<file path="src/rtl/usb_line_state_detector.sv">
`default_nettype none
// ============================================================================
// Module  : usb_line_state_detector
// Brief   : USB RX line-state monitor: D+/D- sync, SE0/J/K/SE1 decode, EOP,
//           bus-reset, bad-EOP, SE1 and idle detection. Optional macro
//           USB_LINE_GLITCH_FILTER_EN adds a 2-clock stability filter.
// Rev     : 1.0  initial release
// ============================================================================
module usb_line_state_detector #(
    parameter int SYNC_STAGES  = 2,
    parameter int EOP_MIN_CLKS = 48,
    parameter int RESET_CLKS   = 120,
    parameter int IDLE_CLKS    = 224,
    parameter int CNT_W        = 8
) (
    input  logic       clk,
    input  logic       rst_n,
    input  logic       low_speed,
    input  logic       d_plus,
    input  logic       d_minus,
    output logic [1:0] line_state,
    output logic       rx_eop,
    output logic       eop_err,
    output logic       se1_err,
    output logic       bus_reset,
    output logic       idle
);

    localparam logic [1:0]       c_ls_se0     = 2'b00;
    localparam logic [1:0]       c_ls_j       = 2'b01;
    localparam logic [1:0]       c_ls_k       = 2'b10;
    localparam logic [1:0]       c_ls_se1     = 2'b11;
    localparam logic [CNT_W-1:0] c_eop_last   = CNT_W'(EOP_MIN_CLKS - 1);
    localparam logic [CNT_W-1:0] c_reset_last = CNT_W'(RESET_CLKS - 1);
    localparam logic [CNT_W-1:0] c_idle_last  = CNT_W'(IDLE_CLKS - 1);
    localparam logic [CNT_W-1:0] c_run_max    = '1;

    typedef enum logic [1:0] {
        ST_IDLE_WAIT = 2'd0,
        ST_ACTIVE    = 2'd1,
        ST_SE0_RUN   = 2'd2,
        ST_BUS_RESET = 2'd3
    } state_t;

    logic [SYNC_STAGES-1:0] r_dp_sync;
    logic [SYNC_STAGES-1:0] r_dm_sync;
    logic [1:0]             w_pair;
    logic [1:0]             w_dec_pair;
    logic [1:0]             w_ls;
    logic [1:0]             r_line_state;
    logic [CNT_W-1:0]       r_run;
    state_t                 r_state;
    logic                   r_prior_active;
    logic                   r_eop_ok;
    logic                   r_rx_eop;
    logic                   r_eop_err;
    logic                   r_se1_err;
    logic                   r_bus_reset;
    logic                   r_idle;

    always_ff @(posedge clk or negedge rst_n) begin
        if (!rst_n) begin
            r_dp_sync <= '0;
            r_dm_sync <= '0;
        end else begin
            r_dp_sync <= {r_dp_sync[SYNC_STAGES-2:0], d_plus};
            r_dm_sync <= {r_dm_sync[SYNC_STAGES-2:0], d_minus};
        end
    end

    assign w_pair = {r_dp_sync[SYNC_STAGES-1], r_dm_sync[SYNC_STAGES-1]};

`ifdef USB_LINE_GLITCH_FILTER_EN
    logic [1:0] r_filt_prev;
    logic [1:0] r_filt_out;

    // A new pair is only passed on once it has been seen on two consecutive clocks.
    always_ff @(posedge clk or negedge rst_n) begin
        if (!rst_n) begin
            r_filt_prev <= 2'b00;
            r_filt_out  <= 2'b00;
        end else begin
            r_filt_prev <= w_pair;
            if (w_pair == r_filt_prev) begin
                r_filt_out <= w_pair;
            end
        end
    end

    assign w_dec_pair = r_filt_out;
`else
    assign w_dec_pair = w_pair;
`endif

    always_comb begin
        w_ls = c_ls_se0;
        case (w_dec_pair)
            2'b00:   w_ls = c_ls_se0;
            2'b11:   w_ls = c_ls_se1;
            2'b10:   w_ls = low_speed ? c_ls_k : c_ls_j;
            default: w_ls = low_speed ? c_ls_j : c_ls_k;
        endcase
    end

    always_ff @(posedge clk or negedge rst_n) begin
        if (!rst_n) begin
            r_line_state   <= c_ls_se0;
            r_run          <= '0;
            r_state        <= ST_IDLE_WAIT;
            r_prior_active <= 1'b0;
            r_eop_ok       <= 1'b0;
            r_rx_eop       <= 1'b0;
            r_eop_err      <= 1'b0;
            r_se1_err      <= 1'b0;
            r_bus_reset    <= 1'b0;
            r_idle         <= 1'b0;
        end else begin
            r_line_state <= w_ls;
            if (w_ls != r_line_state) begin
                r_run <= '0;
            end else if (r_run != c_run_max) begin
                r_run <= r_run + 1'b1;
            end

            r_idle    <= (r_line_state == c_ls_j) && (r_run >= c_idle_last);
            // The counter is zero only on the first clock of a new line state.
            r_se1_err <= (r_line_state == c_ls_se1) && (r_run == '0);
            r_rx_eop  <= 1'b0;
            r_eop_err <= 1'b0;

            case (r_state)
                ST_IDLE_WAIT, ST_ACTIVE: begin
                    if (r_line_state == c_ls_se0) begin
                        r_state        <= ST_SE0_RUN;
                        r_prior_active <= (r_state == ST_ACTIVE);
                        r_eop_ok       <= (r_run >= c_eop_last);
                    end else if (r_line_state == c_ls_k) begin
                        r_state <= ST_ACTIVE;
                    end
                end
                ST_SE0_RUN: begin
                    if (r_line_state == c_ls_se0) begin
                        // r_eop_ok tracks the SE0 length seen up to the last SE0 clock.
                        r_eop_ok <= (r_run >= c_eop_last);
                        if (r_run >= c_reset_last) begin
                            r_state     <= ST_BUS_RESET;
                            r_bus_reset <= 1'b1;
                        end
                    end else if (r_eop_ok) begin
                        if (r_line_state == c_ls_j) begin
                            r_rx_eop <= 1'b1;
                            r_state  <= ST_IDLE_WAIT;
                        end else begin
                            r_eop_err <= 1'b1;
                            r_state   <= ST_ACTIVE;
                        end
                    end else begin
                        r_state <= r_prior_active ? ST_ACTIVE : ST_IDLE_WAIT;
                    end
                end
                default: begin
                    if (r_line_state != c_ls_se0) begin
                        r_bus_reset <= 1'b0;
                        r_state     <= ST_IDLE_WAIT;
                    end
                end
            endcase
        end
    end

    assign line_state = r_line_state;
    assign rx_eop     = r_rx_eop;
    assign eop_err    = r_eop_err;
    assign se1_err    = r_se1_err;
    assign bus_reset  = r_bus_reset;
    assign idle       = r_idle;

endmodule
`default_nettype wire
</file>
<file path="config.mk">
export PLATFORM = sky130hd
export DESIGN_NAME = usb_line_state_detector
export DESIGN_NICKNAME = d
export VERILOG_FILES = /design/src/rtl/usb_line_state_detector.sv
export SDC_FILE = /design/constraint.sdc
export NUM_CORES = 1
export LEC_CHECK = 0
export CORE_MARGIN = 5
export CORE_UTILIZATION = 48
export CTS_CLUSTER_DIAMETER = 200
export CTS_CLUSTER_SIZE = 12
export DETAILED_ROUTE_END_ITERATION = 16
export GPL_ROUTABILITY_DRIVEN = 0
export GPL_TIMING_DRIVEN = 0
export PLACE_DENSITY = 0.76
export SLEW_MARGIN = 25
export SYNTH_ARGS = -nofsm -noshare
export SYNTH_HDL_FRONTEND = slang
export SYNTH_SLANG_ARGS = --single-unit
</file>
<file path="constraint.sdc">
create_clock -name clk -period 1.8 [get_ports clk]
set_input_delay 0.18 -clock clk [delete_from_list [all_inputs] [get_ports clk]]
set_output_delay 0.18 -clock clk [all_outputs]
set_load 0.02 [all_outputs]
</file>
After elaboration in Yosys (flattened, before gate mapping)
Cells that the tools add are included.
Widths: inputs -> output; s select.

cells by class
  add/subtract/negate cells = 1
  multiply operators = 0
  div/mod/pow operators = 0
  magnitude comparators = 3
  equality and inequality tests = 13
  shift operators = 0
  mux-type cells = 26
  bitwise gates (word level) = 1
  reduce and logical (&&, ||, !) cells = 16

operator list
  operator             count
  $mux 2               8
  $mux 8               2
  $mux 1               13
  $eq 2x2->1 const B   5
  $add 8x1->8 const B  1
  $ge 8x6->1 const B   1
  $ge 8x7->1 const B   1
  $ge 8x8->1 const B   1
  $logic_not 8->1      1
  $ne 8x8->1 const B   1
  $logic_not 2->1      3
  $ne 3x3->1 const B   2
  $pmux 2 s3           1
  $reduce_bool 2->1    3
  $eq 2x1->1 const B   2
  $ne 2x2->1 const B   2
  $pmux 2 s2           1
  $reduce_and 2->1     2
  $reduce_and 4->1     1
  $reduce_and 3->1     1
  $reduce_bool 3->1    1
  $reduce_or 3->1      1
  $logic_and 1x1->1    2
  $ne 2x2->1           1
  other kinds (3)      3

word-level totals
  bits in registers = 23
  bits in latches = 0
  bits in writable memories = 0
  bits in read-only memories = 0
  input port bits = 5
  output and inout port bits = 7
  memories = 0

Logic depth before layout (Yosys ltp)
Gate-level depths: netlist of run 1.

  word-level depth = 5
  gate-level depth with buffers = 5
  mapped depth without buffers = 5

Worst setup path after synthesis of run 1
No wires, ideal clock.

  kind = flip-flop to flip-flop
  from = register r_run[0]
  to = register r_run[3]
  data arrival time = 1.362 ns
  data required time = 1.713 ns
  slack = 0.352 ns
  cell stages (with the launch flop) = 6
  buffers on the path = 0
  period minus slack after synthesis = 1.448 ns
  cells stage by stage = dfrtp_1 ha_1 and4_4 nand4_4 nor2b_4 a211oi_2

on the way
  cells in the longest elaborated chain, start to end = 3
  elaborated cells between the ends (all ways) = 5
  classes of those cells = add/sub: 1; eq/ne: 1; mux: 2; reduce/logical: 1

RTL lines
  element                 RTL line  RTL
  from (decl)             51        logic [CNT_W-1:0] r_run;
  from (signal assigned)  122       r_run <= r_run + 1'b1;
  $add 8x1->8             122
  $mux 8                  121       end else if (r_run != c_run_max) begin
  $mux 8                  119       if (w_ls != r_line_state) begin

Several ways; a longest one is shown, not always the timed one. The select of a mux whose other input is x is not followed.
A chain may end at the register's enable or synchronous reset.

Worst setup path after layout of run 1
  from = register r_run[0]
  to = register r_run[2]

Same word-level chain as after synthesis.

==> summary.md, run 1 <==
The flow ran to the end, and the final reports show no timing, DRC or antenna violations. The via count of the first global-routing pass was 807; the depth of the CTS H-tree was 1. The net switching power came out at 0.269 mW. TritonCTS built the clock tree. After clock tree synthesis, the clock-pin slew on the worst setup and hold paths is 0.12 ns.

Input and output buffers added on the ports amount to 11. The critical path is of the flop to flop type. The switching portion of total power was 0.275; the number of vias after detailed routing was 814. The net count of the finished layout is 129. The final antenna diode count was 0; the minimum clock period was 1.63 ns. The number of gates resized after CTS came out at 0. The data arrival at the endpoint of the critical path came out at 1.88 ns. The highest clock rate is 614 MHz, and the final worst-path cycle share is 0.905. For the proportion of power drawn by combinational gates, the log shows 0.153. Clock skew on the completed layout was measured at 0.00316 ns.

The first global-routing pass estimated 3680 um of wire. Registers take 576 um^2. During synthesis, Yosys emitted a total of 0 warnings. The logs give 40 for the number of library cell types mapped by synthesis and 0.589 nW for the cell leakage power.

In this run the worst hold path is classified as primary input to flop. The share of total power in sequential cells was 0.604. The insertion delay to the later sink of the worst-skew pair is 0.31 ns, and the number of placed instances, taps included is 144. In this run the worst path has a maximum fanout of 6.

For the area of the die, the log shows 0.00347 mm^2. Traced cell by cell, the critical path runs through ha_1 > and4_4 > nand4_4 > and3_1 > nor3_2. Count of routing violations after the opening detailed-route iteration: 9. The synthesized netlist occupies a cell area of 0.00115 mm^2. The largest buffer count on any clock path came out at 2.

The logs give 0 for the initial antenna violation count and 0 ns for the sum of negative setup slack. The starting utilization of the core area was 0.510. The sort of element at the start of the critical path is a flop.

The sequential-to-total area share from yosys stat is 0.501. The number of design rule violations left after detail routing was 0. Data on the critical path is required at its endpoint by 2.05 ns.

Tightest slew margin relative to the limit: 0.659. The number of max-slew violations in the final report is 0, and the design area is 0.00133 mm^2. When the netlist entered floorplanning its net count stood at 112. The proportion of layout cells with a drive suffix above 1 is 0.165. The routed length per instance was 13.6 um; the count of final hold-check violations was 0. The power share of the clock group came out at 0.243. Average instance area after synthesis: 11.0 um^2.

The most frequently used flop master after synthesis was dfrtp_1. Vias per cell: 5.46. STA classifies the critical path endpoint as a flop. The finished layout holds 149 standard cells, fillers aside. The final-layout fill cell count was 213; the remaining antenna violation count was 0. The logs give 0 for the final-report setup violation count and 105 for the post-synthesis instance total. The first detailed-routing pass took 4 iterations. The number of enable flip-flop cells after synthesis is 0. The area taken by multi-input logic gates is 532 um^2, and the async set or reset register ratio after synthesis is 1.00. Power spread over the standard cell area amounts to 737 mW/mm^2. The internal power of the cells totals 0.709 mW. The placed instances occupy a cell area of 0.00129 mm^2.

The fraction of the core area covered by cells at the end of the flow was 0.589. The logs give 3 for the number of buffers added by the clock tree synthesis step and 24 for the maximum number of pins on one net before global-route repair. After global routing the overflow that remains totals 0. Highest-delay cell along the critical path: dfrtp_1. The die is 58.9 um wide.

Once detailed placement completed, the half-perimeter wirelength came to 1390 um. The number of primary I/O pins was 12; the number of max-cap violations was 0. Across the VDD grid, the largest voltage drop is 0.746 mV. The die is 58.9 um tall. The logs give 0.139 for the total track usage and 0.00225 mm^2 for the placeable core area.

The relative area change from synthesis to final layout was 15.5%. Counting flops and latches in the post-synthesis netlist gives 23. The count of clock tree sinks came out at 23.

Setup repair after global routing left no endpoint under its margin. In this run the clock root is driven by a clkbuf_4. The stage delay of the slowest cell on the critical path is 0.45 ns.

Row generation in the floorplan step produced 17 rows. Slew at the pin closest to its max-slew limit: 0.511 ns. After detailed routing, the total wire length is 2030 um.
[sequential cells by signal, summed over array words and instances, names as in the netlist]
signal and count:
bus_reset 1, eop_err 1, idle 1, line_state 2
r_dm_sync 2, r_dp_sync 2, r_eop_ok 1, r_prior_active 1
r_run 8, r_state 2, rx_eop 1, se1_err 1
[cell usage after synthesis, types with 3 or more instances]
cell     instances  area, um^2
a21oi_1          3        15.0
a31oi_1          4        25.0
and3_1           3        18.8
buf_4            3        22.5
dfrtp_1         23         576
nand2_1          6        22.5
nand3_1          3        15.0
nor2_1          12        45.0
nor3_1           3        15.0
nor3_2           3        30.0
o21ai_1          4        20.0
[through the flow]
stage	setup WS (ns)	hold WS (ns)	total power [mW]
after floorplan	0.352	-0.116	0.691
after global placement	0.154	0.335	0.745
after detailed placement	0.127	0.337	0.751
after CTS	0.151	0.271	0.994
after global routing	0.0488	0.256	1.04
final	0.170	0.286	0.979
[what timing repair did]
| action | in CTS | in global routing |
|---|---|---|
| setup buffers | 0 | 0 |
| endpoints found under the setup margin | 0 | 0 |
| hold buffers | 0 | 1 |
| endpoints found under the hold margin | 0 | 23 |
[kinds of logic after synthesis]
kind of cell | Yosys count | synth area share
AOI/OAI and AO/OA | 23 | 0.149
xor gates and xnor gates | 1 | 0.00762
adders and majority gates | 2 | 0.0218
buffers and inverters | 8 | 0.0370
DFF | 23 | 0.501
muxes | 3 | 0.0283
and+or+nand+nor | 45 | 0.256
[critical path: cells and delay by family (launching register included)]
family        cells  cell delay, ns
flops             1            0.45
simple gates      4            0.81
fa+ha+maj         1            0.29
[final timing paths]
kind	from	to	slack, ns	cells past startpoint
min in group asynchronous	rst_n	line_state[0]	0.36	2
max in group asynchronous	rst_n	bus_reset	1.10	2
worst min-delay path	d_plus	r_dp_sync[0]	0.29	1
worst max-delay path	r_run[0]	r_run[2]	0.17	5
worst min register to register	r_dp_sync[0]	r_dp_sync[1]	0.36	0
worst max register to register	r_run[0]	r_run[2]	0.17	5
[placed cells by master (no fill, tap or decap), drive strengths merged, types with 2 or more instances in the layout]
master and n:
a211oi 3, a21oi 4, a31oi 4, and3 3
and4b 2, buf 5, clkbuf 5, clkdlybuf4s50 10
dfrtp 23, ha 2, inv 2, mux2 2
nand2 6, nand3 3, nor2 12, nor2b 3
nor3 6, nor4bb 2, o211ai 2, o21ai 6
[per-layer routing]
metal  vias up  wire length [um]  GRT usage
met1       385               964      0.168
met2        13               942      0.227
li1        414                 -          -
met3         2               104     0.0504
met5         -                 0          0
met4         0                19     0.0485
[power by group through the flow]
stage / logic (mW) / clock network (mW) / registers, mW
floorplan: 0.0900 / 0 / 0.601
global placement: 0.146 / 0 / 0.599
detailed placement: 0.151 / 0 / 0.600
CTS: 0.152 / 0.251 / 0.591
global route: 0.170 / 0.277 / 0.597
finish: 0.150 / 0.238 / 0.591
[area by class of cell]
type / count / share of cell area
Buffer: 6 / 0.0264
Clock buffer: 3 / 0.0170
Clock inverter: 1 / 0.00377
Inverter: 2 / 0.00566
Multi-Input combinational cell: 74 / 0.401
Sequential cell: 23 / 0.434
Tap cell: 28 / 0.0264
Timing Repair Buffer: 12 / 0.0867
(Power assumes the default switching activity.)
==> run 2, diff against run 1 <==
--- a/config.mk
+++ b/config.mk
@@ -6,13 +6,13 @@
 export NUM_CORES = 1
 export LEC_CHECK = 0
 export CORE_MARGIN = 5
-export CORE_UTILIZATION = 48
+export CORE_UTILIZATION = 47
 export CTS_CLUSTER_DIAMETER = 200
 export CTS_CLUSTER_SIZE = 12
 export DETAILED_ROUTE_END_ITERATION = 16
 export GPL_ROUTABILITY_DRIVEN = 0
 export GPL_TIMING_DRIVEN = 0
-export PLACE_DENSITY = 0.76
+export PLACE_DENSITY = 0.75
 export SLEW_MARGIN = 25
 export SYNTH_ARGS = -nofsm -noshare
 export SYNTH_HDL_FRONTEND = slang
==> run 2 against run 1 <==
Against the previous run: critical path depth stayed put; fmax barely moved; clock power up 5%; clock skew increased by 0.0035 ns; first-iteration DRC count increased by 56%; flip-flop and latch count did not move; via count grew 1.8%; wire length grew 4.0%; setup slack better by 0.0012 ns; worst hold slack worse by 0.0079 ns; non-clock buffer count is the same; combinational power barely moved; critical path type unchanged.
==> summary.md, run 2 (same netlist as run 1, synthesis figures left out) <==
The run finished with clean final reports. Dividing the detail-routed wire length by the instance count gives 14.0 um. The count of final hold-check violations came out at 0. In this run the deepest clock path goes through 2 buffers. The logs give 14 for the count of routing violations after the opening detailed-route iteration and 0 for the number of setup buffers added after CTS. Buffers placed on the I/O ports in this run total 11.

Number of flip-flops under the largest register name: 8. The die covers 0.00354 mm^2. The classification of the worst-slack hold path was primary input to flop. The die width is 59.5 um. The total track usage is 0.130. For the number of max-slew violations in the final report, the log shows 0. The sort of element at the start of the critical path was a flop. IR analysis of the VDD net gives a maximum drop of 0.603 mV. Entering global routing, the biggest net connects 24 pins. The library cell used most frequently in the layout, excluding fill and tap cells, is dfrtp_1.

Ranked by flip-flop count, first place goes to r_run. Detailed placement finished with a half-perimeter wire length of 1500 um. The relative area change from synthesis to final layout was 15.9%.

The capturing element type of the critical path was a flop. The worst setup path category was flop to flop. Setup total negative slack on the finished layout was measured at 0 ns. The run gives 0.282 mW as the net switching power. Dividing total power by cell area gives a power density of 746 mW/mm^2. For the area taken by multi-input logic gates, the log shows 532 um^2. In the routed layout, each cell is associated on average with a via count of 5.49. The via count of the first global-routing pass was 825; the clock transition at the registers of the reported paths was 0.13 ns. The library cells used most frequently in the layout, excluding fill and tap cells, are 23 x dfrtp_1, 12 x nor2_1, 10 x clkdlybuf4s50_1, 6 x nand2_1. The remaining global-route overflow came out at 0. The depth of the CTS H-tree was 1; the cell leakage power was 0.585 nW. For the worst setup path, the data required time is 2.05 ns. The final-report setup violation count was 0; the standard-cell row count was 18. The first global-routing pass estimated 3440 um of wire. For this run, the detailed router's first-pass iteration total came to 4.

The run gives 0.595 as the share of total power in sequential cells. The floorplan step set the die height to 59.5 um. The filler cells instantiated in the layout total 206. Buffers inserted during clock tree synthesis total 3. The run gives 614 MHz as the highest clock rate.

The count of clock tree sinks was 23; the number of placed instances, taps included was 146. The tools report the starting utilization of the core area as 0.477. For the pin with the worst max-slew slack, the measured transition is 0.512 ns. The tightest slew margin relative to the limit was 0.659; the power share of the clock group was 0.253. The run gives 2110 um as the detailed-route wire length.

The placeable core area is 0.00241 mm^2. Setup repair after global routing left no endpoint under its margin. The proportion of power drawn by combinational gates was 0.152; the proportion of layout cells with a drive suffix above 1 was 0.165.

The library cell used as clock root buffer was clkbuf_4. The worst path in the final design needs a cycle of 1.63 ns, including I/O delays and setup. Leaving out filler cells and counting taps, the final layout contains 151.

0 antenna diodes ended up in the layout. TritonCTS built the clock tree. After the last flow step, the layout net total stands at 129.

The initial antenna violation count was 0; the data arrival at the endpoint of the critical path was 1.88 ns. The tools report the design internal power as 0.712 mW. The final route contains 829 vias. The tools report the number of design rule violations left after detail routing as 0. For this design the top-level I/O count stands at 12.

The count of nets left with antenna violations once routing finished came out at 0. Switching portion of total power: 0.284. The later pin in the worst-skew pair is clocked with a latency of 0.32 ns.

Along the worst path, the maximum fanout reaches 6. The run gives 0 as the number of max-cap violations. For the final database, setup skew stands at 0.00671 ns. The final worst-path cycle share is 0.905, and the sequential cell area is 576 um^2.
## run 2: layer usage
layer  GRT usage  wire (um)  vias up
met2       0.209       1010       19
li1            -          -      413
met5           0          0        -
met1       0.160        945      392
met3      0.0240        111        5
met4      0.0777         48        0
## run 2: area by class of cell
| cell class | count | share of cell area |
|---|---|---|
| buffer | 6 | 0.0263 |
| clock buffer | 3 | 0.0169 |
| clock inverter | 1 | 0.00563 |
| inverter | 2 | 0.00563 |
| multi-input combinational | 74 | 0.399 |
| sequential | 23 | 0.432 |
| tap | 30 | 0.0282 |
| timing repair buffer | 12 | 0.0864 |
## run 2: worst max-delay path: stages (launching register included)
cell      delay, ns
dfrtp_1        0.45
ha_1           0.30
and4_4         0.30
nand4_4        0.15
nor2b_4        0.16
a211oi_2       0.20
## run 2: path summary, 6_finish.rpt
check / depth (start not counted) / slack, ns / start / to
min in group asynchronous: 2 / 0.34 / rst_n / r_state[0]
worst min-delay path: 1 / 0.28 / d_minus / r_dm_sync[0]
max in group asynchronous: 2 / 1.11 / rst_n / r_run[0]
worst max-delay path: 5 / 0.17 / r_run[0] / r_run[3]
worst min register to register: 0 / 0.37 / r_dp_sync[0] / r_dp_sync[1]
worst max register to register: 5 / 0.17 / r_run[0] / r_run[3]
## run 2: power groups by stage
stage	Combinational, mW	Sequential, mW	Clock [mW]
4_1_cts	0.153	0.591	0.261
2_1_floorplan	0.0900	0.601	0
3_5_place_dp	0.153	0.602	0
6_report	0.151	0.591	0.251
5_1_grt	0.169	0.598	0.283
3_3_place_gp	0.146	0.599	0
## run 2: metrics by stage
step	cell area (um^2)	power (mW)	hold WS, ns	setup WS, ns	util
after CTS	1330	1.01	0.271	0.160	0.551
after floorplan	1150	0.691	-0.116	0.352	-
after detailed placement	1300	0.754	0.347	0.146	0.538
final	1330	0.994	0.278	0.172	0.553
after global routing	1330	1.05	0.262	0.0654	0.553
after global placement	1300	0.745	0.333	0.159	0.538
## run 2: repair_timing
item / 4_1_cts / 5_1_grt
hold buffers: 0 / 1
endpoints found under the hold margin: 0 / 23
gates resized for setup: 0 / 0
==> run 3, diff against run 2 <==
--- a/config.mk
+++ b/config.mk
@@ -5,7 +5,6 @@
 export SDC_FILE = /design/constraint.sdc
 export NUM_CORES = 1
 export LEC_CHECK = 0
-export CORE_MARGIN = 5
 export CORE_UTILIZATION = 47
 export CTS_CLUSTER_DIAMETER = 200
 export CTS_CLUSTER_SIZE = 12
@@ -13,7 +12,6 @@
 export GPL_ROUTABILITY_DRIVEN = 0
 export GPL_TIMING_DRIVEN = 0
 export PLACE_DENSITY = 0.75
-export SLEW_MARGIN = 25
 export SYNTH_ARGS = -nofsm -noshare
 export SYNTH_HDL_FRONTEND = slang
 export SYNTH_SLANG_ARGS = --single-unit
==> run 3 against run 2 <==
Against the previous run: setup slack got worse by 0.0080 ns; cell count fell by 2.0%; non-clock buffer count fell by 1; flip-flop and latch count did not move; global-route usage rose by 5.3 points; clock skew rose by 0.0014 ns; critical path depth did not move; design area fell by 0.75%; combinational power barely moved; clock-buffer cell count did not move; register-to-register slack barely moved; die area fell by 25%; critical endpoint is now r_run[5]; largest power group unchanged.
==> summary.md, run 3 (same netlist as run 1, synthesis figures left out) <==
The run finished with clean final reports. The capturing element type of the critical path is a flop. Across the VDD grid, the largest voltage drop is 0.474 mV. The via count of the first global-routing pass was 808; the half-perimeter wire length after placement was 1430 um.

The number of design rule violations left after detail routing was 0; the number of max-cap violations was 0. The total of buffers placed on input and output ports came out at 11. In this run the cell area measured after placement is 0.00129 mm^2.

At the worst endpoint, the required time is 2.02 ns. Slew at the pin closest to its max-slew limit: 1.01 ns. Leaving out fill and tap cells, the most frequent cell in the layout is dfrtp_1.

For the total track usage, the log shows 0.183. The number of setup buffers added after CTS was 0. For the number of buffers added by the clock tree synthesis step, the log shows 3.

The detailed-route wire length is 2020 um, and the highest clock rate is 611 MHz. The insertion delay to the later sink of the worst-skew pair was 0.30 ns; the initial antenna violation count was 0. In this run the remaining antenna-violating nets after routing total 0.

The tools report the first-pass GRT wire length as 3580 um. The repair_antennas step left the layout with diodes totalling 0. The largest fanout of any net on the critical path was 6. The worst setup path is of the flop to flop kind. The starting utilization of the core area is 0.510. The clock passes through at most 2 buffers.

After clock tree synthesis, the clock-pin slew on the worst setup and hold paths is 0.13 ns. The tools report the remaining global-route overflow as 0. The tools report the count of routing violations after the opening detailed-route iteration as 13.

The run gives 0.00806 ns as the worst-case clock skew. Counting flops per register, the top entry is r_run. After routing the design area is 0.00132 mm^2.

The maximum number of pins on one net before global-route repair is 24. The final route contains 838 vias. TritonCTS built the clock tree. The library cell used as clock root buffer was clkbuf_4. The vertical die dimension is 51.5 um, and the count of clock tree sinks is 23. Using the TritonRoute via totals, the vias-per-cell ratio works out to 5.66. The net count of the finished layout is 128.

For the final routed database, the setup TNS stands at 0 ns. The library cells used most frequently in the layout, excluding fill and tap cells, are 23 x dfrtp_1, 12 x nor2_1, 11 x clkdlybuf4s50_1, 6 x nand2_1. The logs give 0.305 ns for the final hold slack and 0.00265 mm^2 for the area of the die.

The tools report the standard-cell row count as 17. For the depth of the CTS H-tree, the log shows 1. The number of max-slew violations in the final report came out at 0. The path class of the tightest hold or removal check is primary input to flop.

The register with the most flip-flops in the layout has 8 of them. After layout, the minimum clock period comes to 1.64 ns. After filler insertion, the fill cell instance count of the layout stands at 207. The first detailed-routing pass took 4 iterations. The logs give 0 for the count of final hold-check violations and 0 for the number of buffers inserted by hold repair at cts. The tools report the sort of element at the start of the critical path as a flop. The cell leakage power is 0.584 nW, and the proportion of layout cells with a drive suffix above 1 is 0.158. The die width works out to 51.5 um. For the final-report setup violation count, the log shows 0. Setup repair after global routing left no endpoint under its margin. The final worst-path cycle share is 0.909, and the tightest slew margin relative to the limit is 0.325. The placeable core area is 0.00225 mm^2, and the number of primary I/O pins is 12. Gates resized during post-CTS repair numbered 0.

Dividing the detail-routed wire length by the instance count gives 13.6 um. Compared with the post-synthesis result, the final layout area differs by 15.0%. At the worst endpoint, the arrival time is 1.86 ns.

The power density relative to cell area was 735 mW/mm^2.
==> run 3: cell types whose count changed in the layout (fill, tap and decap cells not counted) <==
cell and change:
dlygate4sd3_1 -1, clkdlybuf4s50_1 +1, clkinv_2 +1, clkinvlp_4 -1
buf_2 -1
==> run 3: report_power, final <==
part / switching, mW / leakage [nW] / total [mW] / internal [mW]
clock: 0.147 / 0.0177 / 0.230 / 0.0827
sequential: 0.0368 / 0.299 / 0.592 / 0.555
combinational: 0.0794 / 0.268 / 0.151 / 0.0714
total: 0.264 / 0.584 / 0.973 / 0.709
==> run 3: worst paths after layout <==
kind	startpoint	end	slack, ns	cells past startpoint
min	d_minus	r_dm_sync[0]	0.31	1
min reg2reg	r_dm_sync[0]	r_dm_sync[1]	0.37	0
max	r_run[0]	r_run[5]	0.16	5
max reg2reg	r_run[0]	r_run[5]	0.16	5
max in group asynchronous	rst_n	r_run[0]	0.77	1
min in group asynchronous	rst_n	r_prior_active	0.41	1
==> run 3: worst max-delay path: stages (launching register included) <==
cell,delay [ns]
dfrtp_1,0.44
ha_1,0.30
and4_4,0.30
nand4_4,0.16
and3_1,0.22
nor3_2,0.15
==> run 3: layout make-up <==
cell class / count / area (um^2) / share of cell area
Sequential cell: 23 / 576 / 0.435
Clock buffer: 3 / 22.5 / 0.0170
Multi-Input combinational cell: 74 / 532 / 0.402
Tap cell: 28 / 35.0 / 0.0265
Buffer: 6 / 35.0 / 0.0265
Timing Repair Buffer: 11 / 110 / 0.0833
Inverter: 2 / 7.51 / 0.00568
Clock inverter: 1 / 5.00 / 0.00378
==> run 3: metal layers <==
layer / routed length (um) / global-route usage / share of wire / vias to the layer above
li1: - / - / - / 410
met1: 999 / 0.230 / 0.50 / 413
met2: 956 / 0.310 / 0.47 / 13
met3: 44 / 0.0357 / 0.022 / 2
met4: 17 / 0.0676 / 0.0084 / 0
met5: 0 / 0 / 0 / -
==> run 3: through the flow <==
step,cells,total power [mW],util,setup slack [ns]
detailed placement,144,0.755,0.574,0.113
finish,148,0.973,0.587,0.164
global placement,144,0.745,0.574,0.152
floorplan,105,0.691,-,0.352
global route,148,1.03,0.587,0.0858
CTS,148,0.987,0.587,0.168
